`src/rtl/game2048_pkg.sv`:
```
// Shared types and constants for the 2048 line processing blocks.
package game2048_pkg;

  localparam int unsigned TILE_W           = 4;
  localparam int unsigned EMPTY_CODE       = 0;
  localparam int unsigned DEFAULT_WIN_CODE = 11;

  typedef logic [TILE_W-1:0] tile_t;

  typedef enum logic [1:0] {
    IDLE  = 2'd0,
    SCAN  = 2'd1,
    FLUSH = 2'd2,
    DONE  = 2'd3
  } state_e;

endpackage

```
`src/rtl/line_merge_step.sv`:
```
// One scan step of the slide/merge: folds element e into the pending tile.
module line_merge_step
  import game2048_pkg::*;
#(
  parameter int unsigned VAL_W   = TILE_W,
  parameter int unsigned SCORE_W = 16
) (
  input  logic [VAL_W-1:0]   pend,
  input  logic               pend_v,
  input  logic [VAL_W-1:0]   e,
  output logic               write_en,
  output logic [VAL_W-1:0]   write_val,
  output logic [VAL_W-1:0]   pend_nxt,
  output logic               pend_v_nxt,
  output logic [SCORE_W-1:0] score_inc
);

  localparam logic [VAL_W-1:0] MAX_CODE = '1;

  logic [VAL_W-1:0] merged;

  always_comb begin
    merged     = e + VAL_W'(1);
    write_en   = 1'b0;
    write_val  = pend;
    pend_nxt   = pend;
    pend_v_nxt = pend_v;
    score_inc  = '0;
    if (e != VAL_W'(EMPTY_CODE)) begin
      if (pend_v && (pend == e) && (e != MAX_CODE)) begin
        write_en   = 1'b1;
        write_val  = merged;
        pend_v_nxt = 1'b0;
        // Tile values too large for the score field saturate the increment.
        if (32'(merged) >= SCORE_W) score_inc = '1;
        else                        score_inc = SCORE_W'(1) << merged;
      end else if (pend_v) begin
        write_en  = 1'b1;
        write_val = pend;
        pend_nxt  = e;
      end else begin
        pend_nxt   = e;
        pend_v_nxt = 1'b1;
      end
    end
  end

endmodule

```
`src/rtl/line_merge_engine.sv`:
```
// Sequential 2048 line slide/merge engine, one element per cycle.
// Optional LINE_MERGE_DIR_EN adds a dir input that slides toward index LEN-1.
module line_merge_engine
  import game2048_pkg::*;
#(
  parameter int unsigned LEN      = 4,
  parameter int unsigned VAL_W    = 4,
  parameter int unsigned SCORE_W  = 16,
  parameter int unsigned WIN_CODE = DEFAULT_WIN_CODE
) (
  input  logic                 clk,
  input  logic                 rst,
  input  logic                 in_valid,
  output logic                 in_ready,
  input  logic [LEN*VAL_W-1:0] line_in,
`ifdef LINE_MERGE_DIR_EN
  input  logic                 dir,
`endif
  output logic                 out_valid,
  input  logic                 out_ready,
  output logic [LEN*VAL_W-1:0] line_out,
  output logic [SCORE_W-1:0]   score_delta,
  output logic                 moved,
  output logic                 win
);

  localparam int unsigned IDX_W = $clog2(LEN);
  localparam int unsigned LINE_W = LEN * VAL_W;

  state_e             state, state_nxt;
  logic [LINE_W-1:0]  line_q, buf_nxt;
  logic [IDX_W-1:0]   rd, wr, rd_pos, wr_pos;
  logic [VAL_W-1:0]   pend, e;
  logic               pend_v, accept, dir_sel;
  logic [SCORE_W:0]   score_sum;
  logic [SCORE_W-1:0] score_nxt;
  logic               moved_nxt, win_nxt;

  logic               st_write_en, st_pend_v_nxt;
  logic [VAL_W-1:0]   st_write_val, st_pend_nxt;
  logic [SCORE_W-1:0] st_score_inc;

`ifdef LINE_MERGE_DIR_EN
  logic dir_q;
  assign dir_sel = dir_q;
`else
  assign dir_sel = 1'b0;
`endif

  assign accept = in_valid && in_ready;

  line_merge_step #(.VAL_W(VAL_W), .SCORE_W(SCORE_W)) u_step (
    .pend       (pend),
    .pend_v     (pend_v),
    .e          (e),
    .write_en   (st_write_en),
    .write_val  (st_write_val),
    .pend_nxt   (st_pend_nxt),
    .pend_v_nxt (st_pend_v_nxt),
    .score_inc  (st_score_inc)
  );

  always_ff @(posedge clk) begin
    if (rst) state <= IDLE;
    else     state <= state_nxt;
  end

  always_comb begin
    state_nxt = state;
    unique case (state)
      IDLE:    if (accept) state_nxt = SCAN;
      SCAN:    if (rd == IDX_W'(LEN-1)) state_nxt = FLUSH;
      FLUSH:   state_nxt = DONE;
      DONE:    if (out_valid && out_ready) state_nxt = IDLE;
      default: state_nxt = IDLE;
    endcase
  end

  // Datapath next values: element fetch, buffer write, saturating score, flags.
  always_comb begin
    rd_pos    = dir_sel ? (IDX_W'(LEN-1) - rd) : rd;
    wr_pos    = dir_sel ? (IDX_W'(LEN-1) - wr) : wr;
    e         = line_q[rd_pos*VAL_W +: VAL_W];
    buf_nxt   = line_out;
    score_sum = {1'b0, score_delta} + {1'b0, st_score_inc};
    score_nxt = score_sum[SCORE_W] ? '1 : score_sum[SCORE_W-1:0];
    if (state == SCAN && st_write_en) buf_nxt[wr_pos*VAL_W +: VAL_W] = st_write_val;
    if (state == FLUSH && pend_v)     buf_nxt[wr_pos*VAL_W +: VAL_W] = pend;
    moved_nxt = (buf_nxt != line_q);
    win_nxt   = 1'b0;
    for (int i = 0; i < int'(LEN); i++) begin
      if (buf_nxt[i*VAL_W +: VAL_W] == VAL_W'(WIN_CODE)) win_nxt = 1'b1;
    end
  end

  always_ff @(posedge clk) begin
    if (rst) begin
      in_ready    <= 1'b1;
      out_valid   <= 1'b0;
      line_q      <= '0;
      line_out    <= '0;
      score_delta <= '0;
      moved       <= 1'b0;
      win         <= 1'b0;
      rd          <= '0;
      wr          <= '0;
      pend        <= '0;
      pend_v      <= 1'b0;
`ifdef LINE_MERGE_DIR_EN
      dir_q       <= 1'b0;
`endif
    end else begin
      in_ready  <= (state_nxt == IDLE);
      out_valid <= (state == DONE) && !(out_valid && out_ready);
      case (state)
        IDLE: if (accept) begin
          line_q      <= line_in;
          line_out    <= '0;
          score_delta <= '0;
          moved       <= 1'b0;
          win         <= 1'b0;
          rd          <= '0;
          wr          <= '0;
          pend        <= '0;
          pend_v      <= 1'b0;
`ifdef LINE_MERGE_DIR_EN
          dir_q       <= dir;
`endif
        end
        SCAN: begin
          line_out    <= buf_nxt;
          score_delta <= score_nxt;
          pend        <= st_pend_nxt;
          pend_v      <= st_pend_v_nxt;
          rd          <= rd + IDX_W'(1);
          if (st_write_en) wr <= wr + IDX_W'(1);
        end
        FLUSH: begin
          line_out <= buf_nxt;
          moved    <= moved_nxt;
          win      <= win_nxt;
          pend_v   <= 1'b0;
        end
        default: ;
      endcase
    end
  end

endmodule

```
`config.mk`:
```
export PLATFORM = sky130hd
export DESIGN_NAME = line_merge_engine
export DESIGN_NICKNAME = d
export VERILOG_FILES = /design/src/rtl/game2048_pkg.sv /design/src/rtl/line_merge_step.sv /design/src/rtl/line_merge_engine.sv
export SDC_FILE = /design/constraint.sdc
export NUM_CORES = 1
export LEC_CHECK = 0
export BUFFER_PORTS_ARGS = -buffer_cell sky130_fd_sc_hd__buf_2
export CAP_MARGIN = 0
export CORE_ASPECT_RATIO = 0.8
export CORE_MARGIN = 10
export CORE_UTILIZATION = 28
export CTS_CLUSTER_DIAMETER = 50
export CTS_CLUSTER_SIZE = 8
export DETAILED_ROUTE_END_ITERATION = 8
export REMOVE_ABC_BUFFERS = 1
export SLEW_MARGIN = 10
export SYNTH_ARGS = -nofsm -noshare
export SYNTH_HDL_FRONTEND = slang
export SYNTH_SLANG_ARGS = --single-unit
```
`constraint.sdc`:
```
create_clock -name clk -period 10.2 [get_ports clk]
set_input_delay 2.04 -clock clk [delete_from_list [all_inputs] [get_ports clk]]
set_output_delay 2.04 -clock clk [all_outputs]
set_load 0.01 [all_outputs]
```
After elaboration in Yosys (flattened, before gate mapping). Cells that the tools add are included. Widths: inputs -> output; s select.

Bits in registers: 63. Output and inout bits: 36.

$add $sub $neg: 5. Equality and inequality tests: 15. Shift operators: 5. Muxes and demuxes: 37. Reduce and logical (&&, ||, !) cells: 23.

Operators with widths (number): $mux 16 (6); $shiftx 4x34->16 (2); $pmux 16 s2 (2); $neg 4->34 (1); $shift 4x34->16 const A (1); $bwmux 16 (2); $mux 4 (5); $add 16x16->17 (1); $eq 4x4->1 const B (4); $ne 16x16->1 (1); $shiftx 16x5->4 (1); $shl 1x4->16 const A (1); $mux 1 (10); $mux 2 (5); $pmux 2 s2 (2); $pmux 2 s4 (1); $pmux 4 s2 (1); $reduce_and 2->1 (4); $logic_and 1x1->1 (7); $eq 2x2->1 const B (3); $ne 2x2->1 const B (3); $reduce_and 3->1 (2); $reduce_bool 2->1 (3); $add 2x1->2 const B (2); other kinds (13) (15).

Logic depth before layout (Yosys ltp). Gate-level depths: netlist of run 1.

Word-level depth: 17. Gate-level depth with buffers: 22. Mapped depth without buffers: 20.

By module. Synthesis of run 1 repeated with hierarchy kept, for this count alone.

Cell total of the unflattened synthesis: 565. Area total of the unflattened synthesis: 4488.1 µm².

By module, submodules not included: line_merge_engine (times used 1, cells an instance 510, area each 4055.1 µm², sequential area each 1261.2 µm²); line_merge_step (times used 1, cells an instance 55, area each 432.9 µm², sequential area each 0.0 µm²).

Worst setup path after synthesis of run 1. No wires, ideal clock.

Path kind: flip-flop to flip-flop. From: register rd[0]. To: register score_delta[11]. Setup time: 0.059 ns. Data arrival time: 4.725 ns. Slack: 5.416 ns. Stages on the path, launching flop included: 21. Clock period less this slack: 4.784 ns. Path through: dfxtp_1 -> buf_6 -> mux4_2 -> ha_1 -> a21bo_2 -> a2111oi_4 -> nand3_1 -> nor2_1 -> and2_1 -> ha_1 -> fa_1 -> a21o_1 -> a21oi_1 -> o21a_1 -> nor3_1 -> nor3_1 -> o31a_1 -> o21ai_0 -> clkbuf_1 -> o21ai_0 -> nand2_1.

Word-level cells in the longest chain between the ends: 9. Elaborated cells between the ends (all ways): 13. Those cells by class: 2 x add/sub; 2 x eq/ne; 2 x shift; 4 x mux; 3 x reduce/logical.

Ends and longest elaborated chain: from (decl) (RTL line line_merge_engine.sv:32) `logic [IDX_W-1:0] rd, wr, rd_pos, wr_pos;`; from (signal assigned) (RTL line line_merge_engine.sv:135) `rd <= rd + IDX_W'(1);`; $shiftx 16x5->4 (*) (RTL line line_merge_engine.sv:83) `e = line_q[rd_pos*VAL_W +: VAL_W];`; parallel branches: the longest is 4 deep, another holds $add 4x1->4; $mux 16 (*) (RTL line line_merge_step.sv:29) `if (e != VAL_W'(EMPTY_CODE)) begin`; $add 16x16->17 (*) (RTL line line_merge_engine.sv:85) `score_sum = {1'b0, score_delta} + {1'b0, st_score_inc};`; $mux 16 (*) (RTL line line_merge_engine.sv:86) `score_nxt = score_sum[SCORE_W] ? '1 : score_sum[SCORE_W-1:0];`; $pmux 16 s2 (*) (RTL line line_merge_engine.sv:115) `case (state)`; to (signal assigned) (RTL line line_merge_engine.sv:132) `score_delta <= score_nxt;`; to (decl) (RTL line line_merge_engine.sv:22) `output logic [SCORE_W-1:0] score_delta,`.

Mark *: on every way between the ends. A chain may end at the register's enable or synchronous reset.

Worst setup path after layout of run 1.
From: register rd[0]. To: register score_delta[13].

The elaborated chain is that of the path after synthesis.

==> impl_metrics.py, run 1 <==
metrics = {
    "critical_path": {
        "worst-r2r-cell-count": 19,
        "critPathSlowestCell": "sky130_fd_sc_hd__mux4_2",
        "worst_path_buf_inv": 1,
        "start_kind": "flip-flop",
        "critical_path_cell_by_cell": "mux4_2, ha_1, a21bo_2, a2111oi_4, nand3_1, nor2_1, and2_1, ha_1, fa_1, a21o_1, a21oi_1, o21a_1, nor3_1, nor3_1, o31a_1, o21ai_0, buf_4, o21bai_1, a22o_1",
        "timing.critical_path.max_delay_family": "compound AO/OA/AOI/OAI gates",
        "critical_path_destination": "score_delta[13]",
        "r2r-end": "score_delta[13]",
        "cp.depth": 19,
        "regToRegSetupSlack_ns": 4.89,
        "cp-startpoint": "rd[0]",
        "critical_path_required_ns": 10.49,
        "timing_worst_setup_path_type": "flip-flop to flip-flop",
        "rr_startpoint": "rd[0]",
        "critPathMaxStageDelay_ns": 0.66,
        "timing.critical_path.fanout_max": 13,
        "crit_path_end_kind": "flip-flop",
        "critical_path_arrival_ns": 5.60,
    },
    "synthesis": {
        "ffs_latches_synth": 63,
        "synth_area_leader_cell": "sky130_fd_sc_hd__dfxtp_1",
        "async_flop_share_pct": 0,
        "ys_dominant_reg_cell": "sky130_fd_sc_hd__dfxtp_1",
        "yosys.cell_types.count": 70,
        "number_of_flops_mapped_to_enable_cells_by_yosys": 0,
        "syn-instance-count": 678,
        "netlist.area_leader.share_pct": 25.1,
        "syn_avg_cell_area_um2": 7.40,
        "total_standard_cell_area_after_synthesis_mm2": 0.00502,
        "yosysWarnings": 0,
        "synthTopCellsByArea": "sky130_fd_sc_hd__dfxtp_1 (25%), sky130_fd_sc_hd__nand2_1 (8.2%), sky130_fd_sc_hd__ha_1 (8.0%), sky130_fd_sc_hd__a21oi_1 (5.3%), sky130_fd_sc_hd__nor2_1 (4.4%)",
        "ys_seq_area_share_pct": 25.1,
    },
    "timing": {
        "tightest_slew_ns": 0.988,
        "timing.max_slew.rel_slack_pct": 34.0,
        "report.final.hold_viol_count": 0,
        "layout_min_cycle_time_ns": 5.31,
        "finalHoldWorstSlack_ns": 0.458,
        "fmax_mhz": 188,
        "final.setup.tns_ns": 0,
        "rsz_0062_raised_after_global_routing": "false",
        "setup-violations-final": 0,
        "post-route-period-util_pct": 52.1,
        "drv_slew": 0,
        "fin_worst_skew_ns": 0.0103,
    },
    "drt": {
        "initialDrtViolationCount": 528,
        "first_pass_iters": 5,
        "drc": 0,
        "drt-vias-per-instance": 5.51,
        "finalWirelength_um": 17400,
        "detail-route-antenna-nets": 0,
        "num_vias": 5211,
        "detail_route.wl_per_cell_um": 18.4,
    },
    "pwr": {
        "power.ir.vdd_worst_v": 0.0000806,
        "pwr_density_cell_mw_per_mm2": 123,
        "cellLeakagePower_uw": 0.00236,
        "p_total_uw": 709,
    },
    "clocking": {
        "ctsLongestPathBuffers": 2,
        "post_cts_hold_buffer_count": 0,
        "tritoncts_clock_tree": "built",
        "cts.repair_timing.setup_buffer_count": 0,
        "cts_made_buffers": 9,
        "clock_insertion_delay_worst_skew_ns": 0.35,
        "cts_resized": 0,
        "tritoncts_num_sinks": 63,
        "cts.root.buffer_cell": "sky130_fd_sc_hd__clkbuf_16",
        "htreeDepth": 3,
        "worst_setup_hold_path_clk_slew_ns": 0.06,
    },
    "place": {
        "port_buffers": 55,
        "placed_cells_incl_taps": 929,
        "dp.final_hpwl_um": 13100,
        "place.gp.congestion": 0.969,
        "placedInstanceArea_mm2": 0.00546,
    },
    "cells_and_area": {
        "layout_cells_sized_above_1_pct": 12.9,
        "leading_cell_type_in_the_layout_fill_and_taps_excluded": "sky130_fd_sc_hd__nand2_1",
        "syn_to_final_growth_pct": 15.0,
        "antenna-diode-count": 0,
        "fin_nets": 768,
        "stdcell_area_mm2": 0.00577,
        "instances_no_fill": 945,
        "top_library_cells_by_usage_in_the_layout_fill_and_taps_aside": "sky130_fd_sc_hd__nand2_1 (110), sky130_fd_sc_hd__dfxtp_1 (63), sky130_fd_sc_hd__nor2_1 (59)",
    },
    "grt": {
        "grt_pass1_vias": 4856,
        "grt_first_pass_wirelength_um": 27500,
        "antenna_found_initial": 0,
        "grt_remaining_overflow": 0,
        "grt_usage_pct": 14.5,
        "grt_start_max_net_pins": 52,
    },
    "floorplan": {
        "die_x_um": 170,
        "floorplan.die.height_um": 140,
        "floorplan.initialDensity_pct": 28.7,
        "num_rows": 43,
        "design.die.area_mm2": 0.0237,
        "pin_count": 56,
        "core_area_mm2": 0.0175,
    },
    "hold_path": {
        "hp-class": "flip-flop to flip-flop",
    },
    "outcome": {
        "outcome": "completed",
    },
    "job": {
        "maxCapViolations": 0,
    },
}
-- report_power, final --
group | switching [uW] | internal (uW) | leakage (uW)
clock | 128 | 191 | 0.000143
combinational | 78.4 | 37.7 | 0.00171
sequential | 19.4 | 254 | 0.000510
-- worst min-delay path: stages, from the launching register on --
cell	delay, ns
sky130_fd_sc_hd__dfxtp_1	0.32
sky130_fd_sc_hd__nand2_1	0.06
sky130_fd_sc_hd__nand2_1	0.04
-- logic make-up after synthesis --
logic type	Yosys count	share of synthesized area (%)
fa+ha+maj	33	8.38
mux	5	2.00
flops	63	25.1
simple gates	286	26.9
xor+xnor	22	3.84
buf+inv	61	4.94
compound gates	208	28.8
-- worst min path at each step --
stage                    startpoint               to  slack, ns  depth (start not counted)
finish               score_delta[7]   score_delta[7]       0.46                          2
global route         score_delta[7]   score_delta[7]       0.48                          2
CTS                  score_delta[7]   score_delta[7]       0.47                          2
detailed placement  score_delta[11]  score_delta[11]       0.46                          2
global placement     score_delta[7]   score_delta[7]       0.45                          2
floorplan                 line_q[9]        line_q[9]       0.47                          2
-- synth_stat cells, types with 6 or more instances --
library cell	count
sky130_fd_sc_hd__nand2_1	110
sky130_fd_sc_hd__dfxtp_1	63
sky130_fd_sc_hd__nor2_1	59
sky130_fd_sc_hd__a21oi_1	53
sky130_fd_sc_hd__ha_1	32
sky130_fd_sc_hd__clkbuf_1	29
sky130_fd_sc_hd__nand3_1	28
sky130_fd_sc_hd__o21ai_0	28
sky130_fd_sc_hd__inv_1	26
sky130_fd_sc_hd__a22oi_1	22
sky130_fd_sc_hd__and2_1	20
sky130_fd_sc_hd__xnor2_1	16
sky130_fd_sc_hd__and3_1	14
sky130_fd_sc_hd__nor3_1	12
sky130_fd_sc_hd__o22ai_1	9
sky130_fd_sc_hd__o31ai_1	9
sky130_fd_sc_hd__a211oi_1	7
sky130_fd_sc_hd__a21o_1	7
sky130_fd_sc_hd__nand2b_1	7
sky130_fd_sc_hd__a31oi_1	6
sky130_fd_sc_hd__nor4_1	6
sky130_fd_sc_hd__xor2_1	6
-- sequential cells by signal, indices dropped and copies added, names as in the netlist, 2 cells and up --
| name | flops |
|---|---|
| line_out | 16 |
| line_q | 16 |
| state | 2 |
| rd | 2 |
| pend | 4 |
| score_delta | 16 |
| wr | 2 |
-- per-stage QoR --
| step | util (%) | setup slack (ns) |
|---|---|---|
| after floorplan | - | 5.11 |
| after detailed placement | 31.2 | 4.95 |
| after global placement | 31.2 | 5.11 |
| final | 33.0 | 4.89 |
| after CTS | 33.0 | 4.90 |
| after global routing | 33.0 | 4.28 |
-- final cells by class --
class,instances,area [um^2]
clock buffers,9,225
clock inverters,7,80.1
fillers,1862,11700
inverters,27,101
multi-input cells,554,3510
flip-flops and latches,63,1260
well taps,225,282
repair buffers,60,313
-- routing by layer --
| layer | vias to the layer above | track usage [%] | wire length [um] |
|---|---|---|---|
| met5 | - | 0 | 0 |
| met4 | 0 | 5.21 | 271 |
| met3 | 20 | 4.32 | 1590 |
| met2 | 233 | 19.8 | 6970 |
| met1 | 2406 | 20.7 | 8530 |
| li1 | 2552 | - | - |
No activity file was read; power rests on OpenSTA's default activity.
==> run 2, diff against run 1 <==
==> constraint.sdc (replaced) <==
create_clock -name clk -period 5.3 [get_ports clk]
set_input_delay 1.06 -clock clk [delete_from_list [all_inputs] [get_ports clk]]
set_output_delay 1.06 -clock clk [all_outputs]
set_load 0.01 [all_outputs]
==> impl_metrics.py, run 2 (synthesis gave the netlist of run 1 again) <==
metrics = {
    "outcome": {
        "outcome": "completed",
    },
    "timing": {
        "fin_worst_skew_ns": 0.00809,
        "setup-violations-final": 0,
        "drv_slew": 0,
        "timing.max_slew.rel_slack_pct": 25.8,
        "tightest_slew_ns": 1.11,
        "final.setup.tns_ns": 0,
        "final_critical_path_setup_slack_ns": 0.408,
        "layout_min_cycle_time_ns": 4.89,
        "report.final.hold_viol_count": 0,
        "fmax_mhz": 204,
        "rsz_0062_raised_after_global_routing": "false",
        "post-route-period-util_pct": 92.3,
    },
    "critical_path": {
        "timing.critical_path.fanout_max": 13,
        "critical_path_required_ns": 5.55,
        "regToRegSetupSlack_ns": 0.41,
        "rr_startpoint": "rd[0]",
        "start_kind": "flip-flop",
        "crit_path_end_kind": "flip-flop",
        "cp-startpoint": "rd[0]",
        "critical_path_arrival_ns": 5.14,
        "timing_worst_setup_path_type": "flip-flop to flip-flop",
        "r2r-end": "score_delta[13]",
        "critical_path_destination": "score_delta[13]",
        "worst-r2r-cell-count": 21,
    },
    "floorplan": {
        "die_x_um": 170,
        "floorplan.die.height_um": 140,
        "floorplan.initialDensity_pct": 28.7,
        "core_area_mm2": 0.0175,
        "num_rows": 43,
        "design.die.area_mm2": 0.0237,
        "pin_count": 56,
    },
    "cells_and_area": {
        "final.fill_count": 1870,
        "instances_no_fill": 963,
        "reg.largest.list": "line_out: 16 flops, line_q: 16 flops, score_delta: 16 flops",
        "syn_to_final_growth_pct": 17.9,
        "antenna-diode-count": 0,
        "leading_cell_type_in_the_layout_fill_and_taps_excluded": "sky130_fd_sc_hd__nand2_1",
        "stdcell_area_mm2": 0.00591,
        "top_library_cells_by_usage_in_the_layout_fill_and_taps_aside": "sky130_fd_sc_hd__nand2_1 (110), sky130_fd_sc_hd__dfxtp_1 (62), sky130_fd_sc_hd__nor2_1 (59)",
        "fin_nets": 786,
        "layout_cells_sized_above_1_pct": 15.4,
    },
    "drt": {
        "drc": 0,
        "detail-route-antenna-nets": 0,
        "drt-vias-per-instance": 5.56,
        "initialDrtViolationCount": 602,
        "finalWirelength_um": 17700,
        "detail_route.wl_per_cell_um": 18.4,
        "num_vias": 5355,
        "first_pass_iters": 6,
    },
    "job": {
        "maxCapViolations": 0,
    },
    "clocking": {
        "clock_insertion_delay_worst_skew_ns": 0.35,
        "ctsLongestPathBuffers": 2,
        "tritoncts_clock_tree": "built",
        "worst_setup_hold_path_clk_slew_ns": 0.06,
        "tritoncts_num_sinks": 63,
        "cts_made_buffers": 9,
        "cts.root.buffer_cell": "sky130_fd_sc_hd__clkbuf_16",
        "htreeDepth": 3,
    },
    "place": {
        "placed_cells_incl_taps": 947,
        "dp.final_hpwl_um": 13500,
        "port_buffers": 55,
        "place.gp.congestion": 0.974,
        "placedInstanceArea_mm2": 0.00560,
        "dp_worst_setup_slack_ns": 0.175,
    },
    "pwr": {
        "power.ir.vdd_worst_v": 0.000146,
        "power_frac_seq_pct": 36.8,
        "power.share.clock_pct": 44.6,
        "cell_internal_pwr_uw": 944,
        "p_sw_uw": 442,
        "cellLeakagePower_uw": 0.00246,
        "pwr_density_cell_mw_per_mm2": 234,
        "sw_frac_of_total_pct": 31.9,
        "pwr-share-comb_pct": 18.7,
    },
    "grt": {
        "grt_pass1_vias": 4954,
        "grt_start_max_net_pins": 48,
        "antenna_found_initial": 0,
        "grt_remaining_overflow": 0,
        "grt_usage_pct": 14.5,
        "grt_first_pass_wirelength_um": 27800,
    },
    "hold_path": {
        "hp-class": "flip-flop to flip-flop",
    },
}
==> run 2: cell types whose count changed in the layout (fill, tap and decap cells not counted), sizes merged <==
| cell | previous run | this run |
|---|---|---|
| buf | 60 | 78 |
| clkinv | 3 | 2 |
| inv | 28 | 29 |
==> run 2: worst min path at each step <==
| stage | startpoint | to | slack [ns] | cells past startpoint |
|---|---|---|---|---|
| after floorplan | line_q[9] | line_q[9] | 0.47 | 2 |
| after global placement | score_delta[12] | score_delta[12] | 0.45 | 2 |
| after detailed placement | score_delta[7] | score_delta[7] | 0.46 | 2 |
| after CTS | score_delta[7] | score_delta[7] | 0.46 | 2 |
| after global routing | score_delta[7] | score_delta[7] | 0.48 | 2 |
| final | score_delta[7] | score_delta[7] | 0.46 | 2 |
==> run 2: final cells by class <==
| type | count | area, um^2 | share of cell area, % |
|---|---|---|---|
| Clock inverter | 7 | 80.1 | 1.35 |
| Tap cell | 225 | 282 | 4.76 |
| Timing Repair Buffer | 78 | 448 | 7.57 |
| Sequential cell | 63 | 1260 | 21.3 |
| Multi-Input combinational cell | 554 | 3520 | 59.4 |
| Inverter | 27 | 101 | 1.71 |
| Clock buffer | 9 | 225 | 3.81 |
==> run 2: power groups by stage <==
stage / sequential, uW / combinational (uW) / clock [uW]
6_report: 509 / 259 / 617
5_1_grt: 511 / 282 / 650
4_1_cts: 508 / 252 / 633
3_5_place_dp: 519 / 250 / 0
3_3_place_gp: 520 / 253 / 0
2_1_floorplan: 519 / 149 / 0
==> run 2: stage by stage <==
| step | hold WS, ns | power (uW) | utilization, % |
|---|---|---|---|
| after floorplan | 0.474 | 668 | - |
| after detailed placement | 0.458 | 769 | 32.0 |
| after CTS | 0.464 | 1390 | 33.8 |
| after global placement | 0.453 | 772 | 32.0 |
| final | 0.458 | 1390 | 33.8 |
| after global routing | 0.480 | 1440 | 33.8 |
==> run 2: timing repair <==
action	in CTS	in global routing
buffers inserted	0	0
resized for setup	0	4
endpoints found under the setup margin	0	15
hold buffers	0	0
==> run 2: worst max-delay path, stage by stage (launching register included) <==
cell and delay [ns]:
sky130_fd_sc_hd__dfxtp_2 0.44, sky130_fd_sc_hd__mux4_2 0.64, sky130_fd_sc_hd__inv_1 0.16, sky130_fd_sc_hd__ha_1 0.19, sky130_fd_sc_hd__inv_1 0.12, sky130_fd_sc_hd__nor2_1 0.12
sky130_fd_sc_hd__o21ai_1 0.18, sky130_fd_sc_hd__nand3_1 0.23, sky130_fd_sc_hd__nor2_1 0.10, sky130_fd_sc_hd__and2_1 0.17, sky130_fd_sc_hd__ha_1 0.20, sky130_fd_sc_hd__fa_1 0.41
sky130_fd_sc_hd__a21o_1 0.23, sky130_fd_sc_hd__a21oi_2 0.22, sky130_fd_sc_hd__o21a_1 0.17, sky130_fd_sc_hd__nor3_2 0.06, sky130_fd_sc_hd__nor3_1 0.26, sky130_fd_sc_hd__o31a_1 0.24
sky130_fd_sc_hd__o21ai_1 0.12, sky130_fd_sc_hd__buf_4 0.19, sky130_fd_sc_hd__o21bai_1 0.15, sky130_fd_sc_hd__a22o_1 0.20
==> run 2: metal layers <==
layer,vias up,GRT usage (%),wire [um]
met3,33,5.12,1900
met5,-,0,0
li1,2594,-,-
met1,2475,20.9,8580
met4,0,5.03,314
met2,253,19.1,6910
==> run 3, diff against run 2 <==
--- a/config.mk
+++ b/config.mk
@@ -13,8 +13,10 @@
 export CTS_CLUSTER_DIAMETER = 50
 export CTS_CLUSTER_SIZE = 8
 export DETAILED_ROUTE_END_ITERATION = 8
+export MAX_ROUTING_LAYER = met4
 export REMOVE_ABC_BUFFERS = 1
 export SLEW_MARGIN = 10
 export SYNTH_ARGS = -nofsm -noshare
 export SYNTH_HDL_FRONTEND = slang
 export SYNTH_SLANG_ARGS = --single-unit
+export TNS_END_PERCENT = 100
==> impl_metrics.py, run 3 (synthesis gave the netlist of run 1 again) <==
metrics = {
    "outcome": {
        "outcome": "completed",
    },
    "cells_and_area": {
        "fin_nets": 783,
        "stdcell_area_mm2": 0.00591,
        "multi_input_comb_area_mm2": 0.00351,
        "final.fill_count": 1853,
        "leading_cell_type_in_the_layout_fill_and_taps_excluded": "sky130_fd_sc_hd__nand2_1",
        "ff_latch_area_mm2": 0.00126,
        "antenna-diode-count": 0,
        "top_library_cells_by_usage_in_the_layout_fill_and_taps_aside": "sky130_fd_sc_hd__nand2_1 (110), sky130_fd_sc_hd__dfxtp_1 (62), sky130_fd_sc_hd__nor2_1 (59)",
        "reg.largest.list": "line_out: 16 flops, line_q: 16 flops, score_delta: 16 flops",
        "layout_cells_sized_above_1_pct": 15.0,
        "syn_to_final_growth_pct": 17.8,
    },
    "clocking": {
        "htreeDepth": 3,
        "ctsLongestPathBuffers": 2,
        "tritoncts_num_sinks": 63,
        "tritoncts_clock_tree": "built",
        "clock_insertion_delay_worst_skew_ns": 0.35,
        "cts_made_buffers": 9,
        "cts.root.buffer_cell": "sky130_fd_sc_hd__clkbuf_16",
        "worst_setup_hold_path_clk_slew_ns": 0.06,
        "cts.repair_timing.setup_buffer_count": 0,
    },
    "hold_path": {
        "hold-path-cell-count": 2,
        "destination_of_the_worst_hold_path": "score_delta[12]",
        "min-delay-start": "score_delta[12]",
        "hp-class": "flip-flop to flip-flop",
    },
    "critical_path": {
        "crit_path_end_kind": "flip-flop",
        "regToRegSetupSlack_ns": 0.51,
        "rr_startpoint": "rd[0]",
        "r2r-end": "score_delta[13]",
        "critical_path_cell_by_cell": "mux4_2, inv_1, ha_1, inv_1, nor2_1, o21ai_2, nand3_1, nor2_1, and2_1, ha_1, fa_1, a21o_1, a21oi_1, o21a_1, nor3_1, nor3_1, o31a_1, o21ai_1, buf_4, o21bai_1, a22o_1",
        "critPathMaxStageDelay_ns": 0.63,
        "critical_path_required_ns": 5.54,
        "worst-r2r-cell-count": 21,
        "start_kind": "flip-flop",
        "critical_path_arrival_ns": 5.03,
        "critPathSlowestCell": "sky130_fd_sc_hd__mux4_2",
        "timing.critical_path.fanout_max": 13,
        "timing_worst_setup_path_type": "flip-flop to flip-flop",
    },
    "pwr": {
        "cellLeakagePower_uw": 0.00246,
        "power.ir.vdd_worst_v": 0.000165,
        "pwr_density_cell_mw_per_mm2": 242,
    },
    "floorplan": {
        "floorplan.die.height_um": 140,
        "core_area_mm2": 0.0175,
        "num_rows": 43,
        "pin_count": 56,
        "die_x_um": 170,
        "design.die.area_mm2": 0.0237,
        "floorplan.initialDensity_pct": 28.7,
    },
    "drt": {
        "initialDrtViolationCount": 646,
        "drc": 0,
        "first_pass_iters": 5,
        "detail-route-antenna-nets": 0,
        "finalWirelength_um": 17700,
        "num_vias": 5394,
        "drt-vias-per-instance": 5.62,
        "detail_route.wl_per_cell_um": 18.5,
    },
    "grt": {
        "grt_usage_pct": 15.0,
        "grt_remaining_overflow": 0,
        "grt_start_max_net_pins": 47,
        "grt_pass1_vias": 4925,
        "antenna_found_initial": 0,
        "grt_first_pass_wirelength_um": 27800,
    },
    "timing": {
        "tightest_slew_ns": 1.16,
        "post-route-period-util_pct": 90.3,
        "final_critical_path_setup_slack_ns": 0.513,
        "fin_worst_skew_ns": 0.00606,
        "rsz_0062_raised_after_global_routing": "false",
        "setup-violations-final": 0,
        "timing.max_slew.rel_slack_pct": 22.1,
        "drv_slew": 0,
        "layout_min_cycle_time_ns": 4.79,
        "fmax_mhz": 209,
        "report.final.hold_viol_count": 0,
        "final.setup.tns_ns": 0,
    },
    "job": {
        "maxCapViolations": 0,
    },
    "place": {
        "placedInstanceArea_mm2": 0.00558,
        "port_buffers": 55,
        "dp_worst_setup_slack_ns": 0.318,
        "dp.final_hpwl_um": 13600,
        "place.gp.congestion": 0.973,
    },
}
-- run 3: worst max-delay path by stage --
| stage | depth (start not counted) | slack, ns | to | from |
|---|---|---|---|---|
| finish | 21 | 0.51 | score_delta[13] | rd[0] |
| global route | 19 | 0.11 | score_delta[13] | rd[0] |
| CTS | 19 | 0.30 | score_delta[13] | rd[0] |
| detailed placement | 19 | 0.32 | score_delta[13] | rd[0] |
| global placement | 19 | 0.46 | score_delta[13] | rd[0] |
| floorplan | 18 | 0.21 | score_delta[10] | rd[0] |
-- run 3: power breakdown --
part	total, uW	switching [uW]	internal [uW]
combinational	255	172	83.5
clock	665	247	417
sequential	512	23.3	489
-- run 3: layout make-up --
class,instances,area share [%]
clock buffers,9,3.81
clock inverters,7,1.74
inverters,27,1.72
multi-input cells,554,59.4
flip-flops and latches,63,21.4
well taps,225,4.76
repair buffers,75,7.20
-- run 3: routing by layer --
metal / track usage (%) / part of all wire [%]
met3: 4.41 / 10
met4: 4.10 / 1.4
met1: 21.1 / 48
met5: - / 0
met2: 20.1 / 40
-- run 3: timing repair --
item	CTS	global route
resized for setup	0	3
endpoints found under the setup margin	0	13
hold buffers	0	0
endpoints found under the hold margin	0	0
-- run 3: stage by stage --
step | instances | power [uW] | utilization (%) | hold WS, ns
3_5_place_dp | 944 | 768 | 31.9 | 0.455
2_1_floorplan | 644 | 668 | - | 0.474
3_3_place_gp | 944 | 769 | 31.9 | 0.453
6_report | 960 | 1430 | 33.8 | 0.459
5_1_grt | 960 | 1490 | 33.8 | 0.476
4_1_cts | 960 | 1440 | 33.8 | 0.463
-- run 3: critical path: cells and delay by family, from the launching register on --
family,cells,cell delay [ns]
AO/OA/AOI/OAI,8,1.48
AND/OR/NAND/NOR,6,0.89
flip-flops,1,0.43
adder cells (fa/ha/maj),3,0.79
buffers and inverters,3,0.47
multiplexers,1,0.63
